### config.mk
export PLATFORM = sky130hd
export DESIGN_NAME = cp_corr_ctrl_flat
export DESIGN_NICKNAME = d
export VERILOG_FILES = /design/src/rtl/cp_corr_ctrl_pkg.sv /design/src/rtl/cp_corr_ctrl_if.sv /design/src/rtl/cp_corr_ctrl_wrap_cnt.sv /design/src/rtl/cp_corr_ctrl.sv /design/src/flat_wrapper.sv
export SDC_FILE = /design/constraint.sdc
export NUM_CORES = 1
export LEC_CHECK = 0
export ABC_AREA = 1
export CAP_MARGIN = 0
export CORE_MARGIN = 2
export CORE_UTILIZATION = 45
export DETAILED_ROUTE_END_ITERATION = 7
export PLACE_DENSITY = 0.76
export SYNTH_ARGS = -nofsm -noshare
export SYNTH_HDL_FRONTEND = slang
export SYNTH_SLANG_ARGS = --single-unit
export TNS_END_PERCENT = 50
### constraint.sdc
create_clock -name clk -period 2.1 [get_ports clk]
set_clock_uncertainty 0.1 [all_clocks]
set_input_delay 0.21 -clock clk [delete_from_list [all_inputs] [get_ports clk]]
set_output_delay 0.21 -clock clk [all_outputs]
set_load 0.01 [all_outputs]
### src/rtl/cp_corr_ctrl_pkg.sv
// rtl/cp_corr_ctrl_pkg.sv - shared types and constants for the CP correlator sequencer
// Contents:
//   ctrl_state_t  sequencer states IDLE/FILL/WARM/RUN/DONE
//   N_FFT, L_CP, NUM_SYM_DEF, TIMEOUT_DEF  default geometry
//   cnt_w()       width of a counter holding 0..mod-1 (never below 1 bit)
package cp_corr_ctrl_pkg;

  typedef enum logic [2:0] {
    IDLE = 3'd0,
    FILL = 3'd1,
    WARM = 3'd2,
    RUN  = 3'd3,
    DONE = 3'd4
  } ctrl_state_t;

  localparam int N_FFT       = 256;
  localparam int L_CP        = 16;
  localparam int NUM_SYM_DEF = 20;
  localparam int TIMEOUT_DEF = 1024;

  function automatic int cnt_w(input int mod);
    return (mod > 1) ? $clog2(mod) : 1;
  endfunction

endpackage

### src/rtl/cp_corr_ctrl_if.sv
// rtl/cp_corr_ctrl_if.sv - control/strobe bundle between the sequencer and its user
// Signals:
//   start, abort, in_valid                  driven by master
//   dly_en, busy, fill_done                 driven by slave (sequencer)
//   acc_add, acc_sub, win_valid, sym_end    registered strobes, driven by slave
//   theta_idx, sym_idx, done, timeout       registered status, driven by slave
// Modports: master (user/bench side), slave (sequencer side).
interface cp_corr_ctrl_if #(
  parameter int N       = cp_corr_ctrl_pkg::N_FFT,
  parameter int L       = cp_corr_ctrl_pkg::L_CP,
  parameter int NUM_SYM = cp_corr_ctrl_pkg::NUM_SYM_DEF
);

  localparam int TW = cp_corr_ctrl_pkg::cnt_w(N + L);
  localparam int SW = cp_corr_ctrl_pkg::cnt_w(NUM_SYM + 1);

  logic          start;
  logic          abort;
  logic          in_valid;
  logic          dly_en;
  logic          busy;
  logic          fill_done;
  logic          acc_add;
  logic          acc_sub;
  logic          win_valid;
  logic [TW-1:0] theta_idx;
  logic [SW-1:0] sym_idx;
  logic          sym_end;
  logic          done;
  logic          timeout;

  modport master (
    output start, abort, in_valid,
    input  dly_en, busy, fill_done, acc_add, acc_sub, win_valid,
    input  theta_idx, sym_idx, sym_end, done, timeout
  );

  modport slave (
    input  start, abort, in_valid,
    output dly_en, busy, fill_done, acc_add, acc_sub, win_valid,
    output theta_idx, sym_idx, sym_end, done, timeout
  );

endinterface

### src/rtl/cp_corr_ctrl_wrap_cnt.sv
// rtl/cp_corr_ctrl_wrap_cnt.sv - modulo counter with enable, clear and wrap pulse
// Ports:
//   clk, rst  clock, asynchronous active-high reset
//   clr       synchronous clear to 0 (wins over en)
//   en        count one step
//   cnt       current count 0..MOD-1
//   wrap      combinational: en is high and cnt is at MOD-1 (returns to 0 on this edge)
module wrap_cnt #(
  parameter int MOD = 4,
  parameter int W   = (MOD > 1) ? $clog2(MOD) : 1
) (
  input  logic         clk,
  input  logic         rst,
  input  logic         clr,
  input  logic         en,
  output logic [W-1:0] cnt,
  output logic         wrap
);

  assign wrap = en && (cnt == W'(MOD - 1));

  always_ff @(posedge clk or posedge rst) begin
    if (rst) begin
      cnt <= '0;
    end else if (clr) begin
      cnt <= '0;
    end else if (en) begin
      cnt <= wrap ? '0 : cnt + W'(1);
    end
  end

endmodule

### src/rtl/cp_corr_ctrl.sv
// rtl/cp_corr_ctrl.sv - sequencer for the N-sample delay line and CP moving-sum correlator
// Ports:
//   clk   clock, rising edge
//   rst   asynchronous active-high reset
//   ctl   cp_corr_ctrl_if.slave: start/abort/in_valid in; dly_en, busy, fill_done,
//         acc_add/acc_sub/win_valid, theta_idx, sym_idx, sym_end, done, timeout out
// Optional feature: CTRL_TIMEOUT_EN enables the idle watchdog (TIMEOUT cycles);
// without it timeout is tied to 0.
module cp_corr_ctrl
  import cp_corr_ctrl_pkg::*;
#(
  parameter int N       = N_FFT,
  parameter int L       = L_CP,
  parameter int NUM_SYM = NUM_SYM_DEF,
  parameter int TIMEOUT = TIMEOUT_DEF
) (
  input  logic         clk,
  input  logic         rst,
  cp_corr_ctrl_if.slave ctl
);

  localparam int TW = cnt_w(N + L);
  localparam int SW = cnt_w(NUM_SYM + 1);
  localparam int CW = cnt_w(N);

  ctrl_state_t   state;
  logic          fill_done_q;
  logic          acc_add_q;
  logic          acc_sub_q;
  logic          win_valid_q;
  logic          sym_end_q;
  logic          done_q;
  logic          timeout_q;
  logic [TW-1:0] theta_q;

  logic          busy;
  logic          active;
  logic          accept;
  logic          go;
  logic          wd_fire;
  logic          kill;
  logic          cnt_clr;
  logic          samp_en;
  logic          theta_en;
  logic          sym_en;
  logic          last_sym;

  logic [CW-1:0] samp_cnt;
  logic          samp_wrap;
  logic [TW-1:0] theta_cnt;
  logic          theta_wrap;
  logic [SW-1:0] sym_cnt;
  logic          sym_wrap;

  // The count values themselves only matter through the wrap pulses for samp_cnt,
  // and sym_cnt never reaches its modulus (DONE is taken at NUM_SYM).
  logic          unused_cnt;
  assign unused_cnt = ^{samp_cnt, sym_wrap};

  assign busy     = (state != IDLE);
  assign active   = (state == FILL) || (state == WARM) || (state == RUN);
  assign accept   = ctl.in_valid && active;
  assign go       = (state == IDLE) && ctl.start && !ctl.abort;
  assign kill     = ctl.abort || wd_fire;
  assign cnt_clr  = kill || go;
  assign samp_en  = accept && (state == FILL);
  assign theta_en = accept && ((state == WARM) || (state == RUN));
  // theta_wrap already includes theta_en, so this is one pulse per completed symbol.
  assign sym_en   = theta_wrap && (state == RUN);
  assign last_sym = sym_en && (sym_cnt == SW'(NUM_SYM - 1));

  wrap_cnt #(.MOD(N), .W(CW)) u_samp_cnt (
    .clk  (clk),
    .rst  (rst),
    .clr  (cnt_clr),
    .en   (samp_en),
    .cnt  (samp_cnt),
    .wrap (samp_wrap)
  );

  wrap_cnt #(.MOD(N + L), .W(TW)) u_theta_cnt (
    .clk  (clk),
    .rst  (rst),
    .clr  (cnt_clr),
    .en   (theta_en),
    .cnt  (theta_cnt),
    .wrap (theta_wrap)
  );

  wrap_cnt #(.MOD(NUM_SYM + 1), .W(SW)) u_sym_cnt (
    .clk  (clk),
    .rst  (rst),
    .clr  (cnt_clr),
    .en   (sym_en),
    .cnt  (sym_cnt),
    .wrap (sym_wrap)
  );

`ifdef CTRL_TIMEOUT_EN
  localparam int WW = cnt_w(TIMEOUT + 1);
  logic [WW-1:0] wd_cnt;

  // Counts consecutive busy cycles without a sample; any sample restarts it.
  assign wd_fire = busy && !ctl.in_valid && (wd_cnt == WW'(TIMEOUT - 1));

  always_ff @(posedge clk or posedge rst) begin
    if (rst) begin
      wd_cnt <= '0;
    end else if (!busy || ctl.in_valid || wd_fire || ctl.abort) begin
      wd_cnt <= '0;
    end else begin
      wd_cnt <= wd_cnt + WW'(1);
    end
  end
`else
  logic [31:0] unused_timeout;
  assign unused_timeout = 32'(TIMEOUT);
  assign wd_fire        = 1'b0;
`endif

  // Strobes are registered so they line up with the delay line's one-cycle output latency.
  always_ff @(posedge clk or posedge rst) begin
    if (rst) begin
      state       <= IDLE;
      fill_done_q <= 1'b0;
      acc_add_q   <= 1'b0;
      acc_sub_q   <= 1'b0;
      win_valid_q <= 1'b0;
      sym_end_q   <= 1'b0;
      done_q      <= 1'b0;
      timeout_q   <= 1'b0;
      theta_q     <= '0;
    end else begin
      acc_add_q   <= 1'b0;
      acc_sub_q   <= 1'b0;
      win_valid_q <= 1'b0;
      sym_end_q   <= 1'b0;
      done_q      <= 1'b0;
      timeout_q   <= 1'b0;
      if (kill) begin
        // abort also overrides a same-cycle start or final sample
        state       <= IDLE;
        fill_done_q <= 1'b0;
        theta_q     <= '0;
        timeout_q   <= wd_fire;
      end else begin
        unique case (state)
          IDLE: begin
            if (ctl.start) begin
              state   <= FILL;
              theta_q <= '0;
            end
          end
          FILL: begin
            if (samp_wrap) begin
              state       <= WARM;
              fill_done_q <= 1'b1;
            end
          end
          WARM: begin
            if (accept) begin
              acc_add_q <= 1'b1;
              theta_q   <= theta_cnt;
              if (theta_cnt == TW'(L - 1)) begin
                state <= RUN;
              end
            end
          end
          RUN: begin
            if (accept) begin
              acc_add_q   <= 1'b1;
              acc_sub_q   <= 1'b1;
              win_valid_q <= 1'b1;
              theta_q     <= theta_cnt;
              sym_end_q   <= theta_wrap;
              if (last_sym) begin
                state  <= DONE;
                done_q <= 1'b1;
              end
            end
          end
          DONE: begin
            state       <= IDLE;
            fill_done_q <= 1'b0;
          end
          default: begin
            state <= IDLE;
          end
        endcase
      end
    end
  end

  assign ctl.dly_en    = accept;
  assign ctl.busy      = busy;
  assign ctl.fill_done = fill_done_q;
  assign ctl.acc_add   = acc_add_q;
  assign ctl.acc_sub   = acc_sub_q;
  assign ctl.win_valid = win_valid_q;
  assign ctl.theta_idx = theta_q;
  assign ctl.sym_idx   = sym_cnt;
  assign ctl.sym_end   = sym_end_q;
  assign ctl.done      = done_q;
  assign ctl.timeout   = timeout_q;

endmodule
### src/flat_wrapper.sv
// flat-port wrapper written by rule: the top's interface ports become plain ports
module cp_corr_ctrl_flat import cp_corr_ctrl_pkg::*;
#(
  parameter int N       = N_FFT,
  parameter int L       = L_CP,
  parameter int NUM_SYM = NUM_SYM_DEF,
  parameter int TIMEOUT = TIMEOUT_DEF
)
  (clk, rst, ctl_start, ctl_abort, ctl_in_valid, ctl_dly_en, ctl_busy, ctl_fill_done, ctl_acc_add, ctl_acc_sub, ctl_win_valid, ctl_theta_idx, ctl_sym_idx, ctl_sym_end, ctl_done, ctl_timeout);
  cp_corr_ctrl_if #(.N(N), .L(L), .NUM_SYM(NUM_SYM)) ctl_i ();
  input  logic clk;
  input  logic rst;
  input wire logic [$bits(ctl_i.start)-1:0] ctl_start;
  input wire logic [$bits(ctl_i.abort)-1:0] ctl_abort;
  input wire logic [$bits(ctl_i.in_valid)-1:0] ctl_in_valid;
  output wire logic [$bits(ctl_i.dly_en)-1:0] ctl_dly_en;
  output wire logic [$bits(ctl_i.busy)-1:0] ctl_busy;
  output wire logic [$bits(ctl_i.fill_done)-1:0] ctl_fill_done;
  output wire logic [$bits(ctl_i.acc_add)-1:0] ctl_acc_add;
  output wire logic [$bits(ctl_i.acc_sub)-1:0] ctl_acc_sub;
  output wire logic [$bits(ctl_i.win_valid)-1:0] ctl_win_valid;
  output wire logic [$bits(ctl_i.theta_idx)-1:0] ctl_theta_idx;
  output wire logic [$bits(ctl_i.sym_idx)-1:0] ctl_sym_idx;
  output wire logic [$bits(ctl_i.sym_end)-1:0] ctl_sym_end;
  output wire logic [$bits(ctl_i.done)-1:0] ctl_done;
  output wire logic [$bits(ctl_i.timeout)-1:0] ctl_timeout;
  assign ctl_i.start = ctl_start;
  assign ctl_i.abort = ctl_abort;
  assign ctl_i.in_valid = ctl_in_valid;
  assign ctl_dly_en = ctl_i.dly_en;
  assign ctl_busy = ctl_i.busy;
  assign ctl_fill_done = ctl_i.fill_done;
  assign ctl_acc_add = ctl_i.acc_add;
  assign ctl_acc_sub = ctl_i.acc_sub;
  assign ctl_win_valid = ctl_i.win_valid;
  assign ctl_theta_idx = ctl_i.theta_idx;
  assign ctl_sym_idx = ctl_i.sym_idx;
  assign ctl_sym_end = ctl_i.sym_end;
  assign ctl_done = ctl_i.done;
  assign ctl_timeout = ctl_i.timeout;
  cp_corr_ctrl #(.N(N), .L(L), .NUM_SYM(NUM_SYM), .TIMEOUT(TIMEOUT)) u_core (.clk(clk), .rst(rst), .ctl(ctl_i));
endmodule
==> reports/qor.yml, run 1 <==
status:
  status: "completed"
power_and_ir_drop:
  peakVddDrop_v: 0.0003531
  leakagePower_nw: 1.149
  p_per_area_mw_per_mm2: 750.2
place:
  hpwl_um: 3229
  io_buffer_count: 26
  dp_worst_setup_slack_ps: 211.5
  gp_congestion: 0.8730
timing:
  hold_viol_final: 0
  fin_crit_sh_pct: 91.35
  rsz0062_at_grt: "no"
  setup_viol: 0
  max_freq_mhz: 521.3
  tns_ps: 0
  finalWorstSetupSlack_ps: 181.7
  min_period_ps: 1918
  maxSlewViolCount: 0
synthesis:
  synth_area_leaders: "dfrtp_1 46%, nand2_1 11%, inv_1 6.4%"
  yosysSeqAreaShare_pct: 46.04
  yosys.area.top_type_share_pct: 46.04
  postSynthCellCount: 276
  synth_area_mm2: 0.002120
  avgSynthCellArea_um2: 7.679
  synth_warnings: 0
  ys_types: 27
  ys_seq_elements: 39
  synth_top_area_cell: "dfrtp_1"
  synth_nets: 285
worst_setup_path:
  rrSetupSlack_ps: 340
  r2r_end: "u_core.u_sym_cnt.cnt[0]"
  end_kind: "output port"
  worstReg2RegStart: "u_core.u_theta_cnt.cnt[0]"
  cp.arrival_ps: 1610
  cp_max_fo: 5
  reg2regPathDepth: 6
  critPathRequiredTime_ps: 1790
  crit_type: "flip-flop to output port"
  cp-start-kind: "flip-flop"
drt:
  drt_first_pass_iters: 5
  viasPerCell: 5.139
  drc: 0
  drt-initial-drc-count: 90
  antenna_left: 0
  avgRoutedWirePerCell_um: 11.83
  routed_wl_um: 4272
  vias: 1855
floorplanning:
  dieArea_mm2: 0.005275
  rows: 24
  die_x_um: 72.63
  ios: 28
  coreArea_mm2: 0.004444
  initial_core_util_pct: 47.69
  die_h_um: 72.63
clock_tree:
  cts-hold-fix-buffers: 0
  cts_max_level: 2
  clk_pin_slew_ps: 70
  cts_buffer_depth: 2
  cts_resized: 0
  clock_sinks: 39
  post_cts_buffers: 0
  cts_tree: "built"
  cts_inserted_buffers: 5
  cts_root_buf: "clkbuf_8"
  insertion_delay_ps: 280
global_route:
  grt_pass1_wl_um: 7334
  track_usage_pct: 17.93
  grt-ovfl-total: 0
  grt_pass1_vias: 1711
  grt_max_degree: 40
  antenna_found_initial: 0
final_layout:
  syn2layout_area_growth_pct: 18.48
  drive_gt1_share_pct: 7.767
  num_antenna_cells: 0
  fin_util_pct: 56.50
  fill_cells: 447
  nNetsFinal: 317
min_path:
  hold_path.class: "primary input to asynchronous set/reset pin"
run:
  maxCapViolations: 0
## power by group
group          total, mW  switching (mW)  internal, mW
registers          0.847          0.0501         0.797
logic              0.553           0.353         0.199
clock network      0.484           0.251         0.233
total               1.88           0.654          1.23
## worst max-delay path, stage by stage, from the launching register on
cell and delay (ps):
dfrtp_1 440, inv_1 110, nand2_2 80, nor2_2 170, inv_1 60, clkdlybuf4s50_1 470
## how the worst max path moves through the flow
stage / cells past startpoint / startpoint / endpoint / slack (ps)
2_1_floorplan: 7 / u_core.u_theta_cnt.cnt[0] / u_core.u_theta_cnt.cnt[0] / 640
3_3_place_gp: 6 / ctl_in_valid / u_core.u_sym_cnt.cnt[0] / 250
3_5_place_dp: 6 / ctl_in_valid / u_core.u_sym_cnt.cnt[0] / 210
4_1_cts: 5 / u_core.state[1] / ctl_busy / 160
5_1_grt: 5 / u_core.state[1] / ctl_busy / 70
6_report: 5 / u_core.state[1] / ctl_busy / 180
## layout by cell type, fill, tap and decap left out
cell type,count
xor2_1,3
nor3_1,4
dfrtp_1,39
clkbuf_1,2
nor2_1,35
nand3b_1,1
o21a_1,4
nand3_1,21
buf_4,4
clkinv_2,1
nor3b_1,1
a21oi_4,1
nor2_4,1
nand2_2,4
nand4_1,9
clkdlybuf4s50_1,26
inv_2,1
ha_1,4
nor2_2,4
o21ai_1,3
nor4_1,1
a21oi_1,9
clkbuf_8,5
conb_1,1
nand2_1,63
o21ai_0,22
nand3_2,1
xnor2_1,1
or2_2,2
inv_1,36
## Yosys cell counts
master    count
nand3b_1      1
ha_1          4
nor3_1        4
inv_1        36
xor2_1        3
o21a_1        4
nor4_1        1
xnor2_1       1
o21ai_0      22
a21oi_1       9
buf_6         2
nand3_2       1
nand3_1      21
dfrtp_1      39
conb_1        1
nand2_2       4
nand2_1      63
o21ai_1       3
or2_2         2
nor3b_1       1
a21oi_4       1
nor2_4        1
nor2_1       35
nor2_2        4
nand4_1       9
buf_4         3
inv_2         1
## stage by stage
stage	std cells	cell area, µm²	power, mW	hold slack (ps)
floorplan	276	2120	1.256	176.4
global placement	353	2430	1.409	371.8
detailed placement	353	2430	1.419	381.0
CTS	361	2511	1.906	259.0
global route	361	2511	2.003	291.7
finish	361	2511	1.884	236.3
## cell type report
class	count	area, µm²	share of cell area (%)
Timing Repair Buffer	30	290.3	11.56
Tap cell	52	65.06	2.591
Sequential cell	39	975.9	38.86
Inverter	37	138.9	5.531
Multi-Input combinational cell	195	959.7	38.22
Clock buffer	7	76.32	3.039
Clock inverter	1	5.005	0.1993
## state kept, by name, summed over array words and instances (netlist names)
register,cells
u_core.u_samp_cnt.cnt,8
u_core.ctl.theta_idx,9
u_core.ctl.acc_add,1
u_core.u_sym_cnt.cnt,5
u_core.u_theta_cnt.cnt,9
u_core.state,3
u_core.ctl.fill_done,1
u_core.ctl.sym_end,1
u_core.ctl.acc_sub,1
u_core.ctl.done,1
## routing by layer
metal / share of wire (%) / up-vias / GRT usage (%)
li1: - / 949 / -
met2: 47 / 36 / 29.39
met4: 0.89 / 0 / 6.379
met3: 3.4 / 2 / 5.110
met5: 0 / - / 0
met1: 49 / 868 / 22.69
## logic make-up after synthesis
family	count (synthesis)	share of synthesized area [%]
other	1	0.1769
xor gates and xnor gates	4	1.653
and+or+nand+nor	147	30.87
adders and majority gates	4	2.361
buffers and inverters	42	8.677
AOI/OAI and AO/OA	39	10.21
DFF	39	46.05
(Power assumes the default switching activity.)
==> inputs of run 2 (changes only) <==
--- a/config.mk
+++ b/config.mk
@@ -11,6 +11,7 @@
 export CORE_UTILIZATION = 45
 export DETAILED_ROUTE_END_ITERATION = 7
 export PLACE_DENSITY = 0.76
+export SKIP_CTS_REPAIR_TIMING = 1
 export SYNTH_ARGS = -nofsm -noshare
 export SYNTH_HDL_FRONTEND = slang
 export SYNTH_SLANG_ARGS = --single-unit
==> results of run 2 <==
The final DEF is identical to that of run 1; final timing and power are the same.
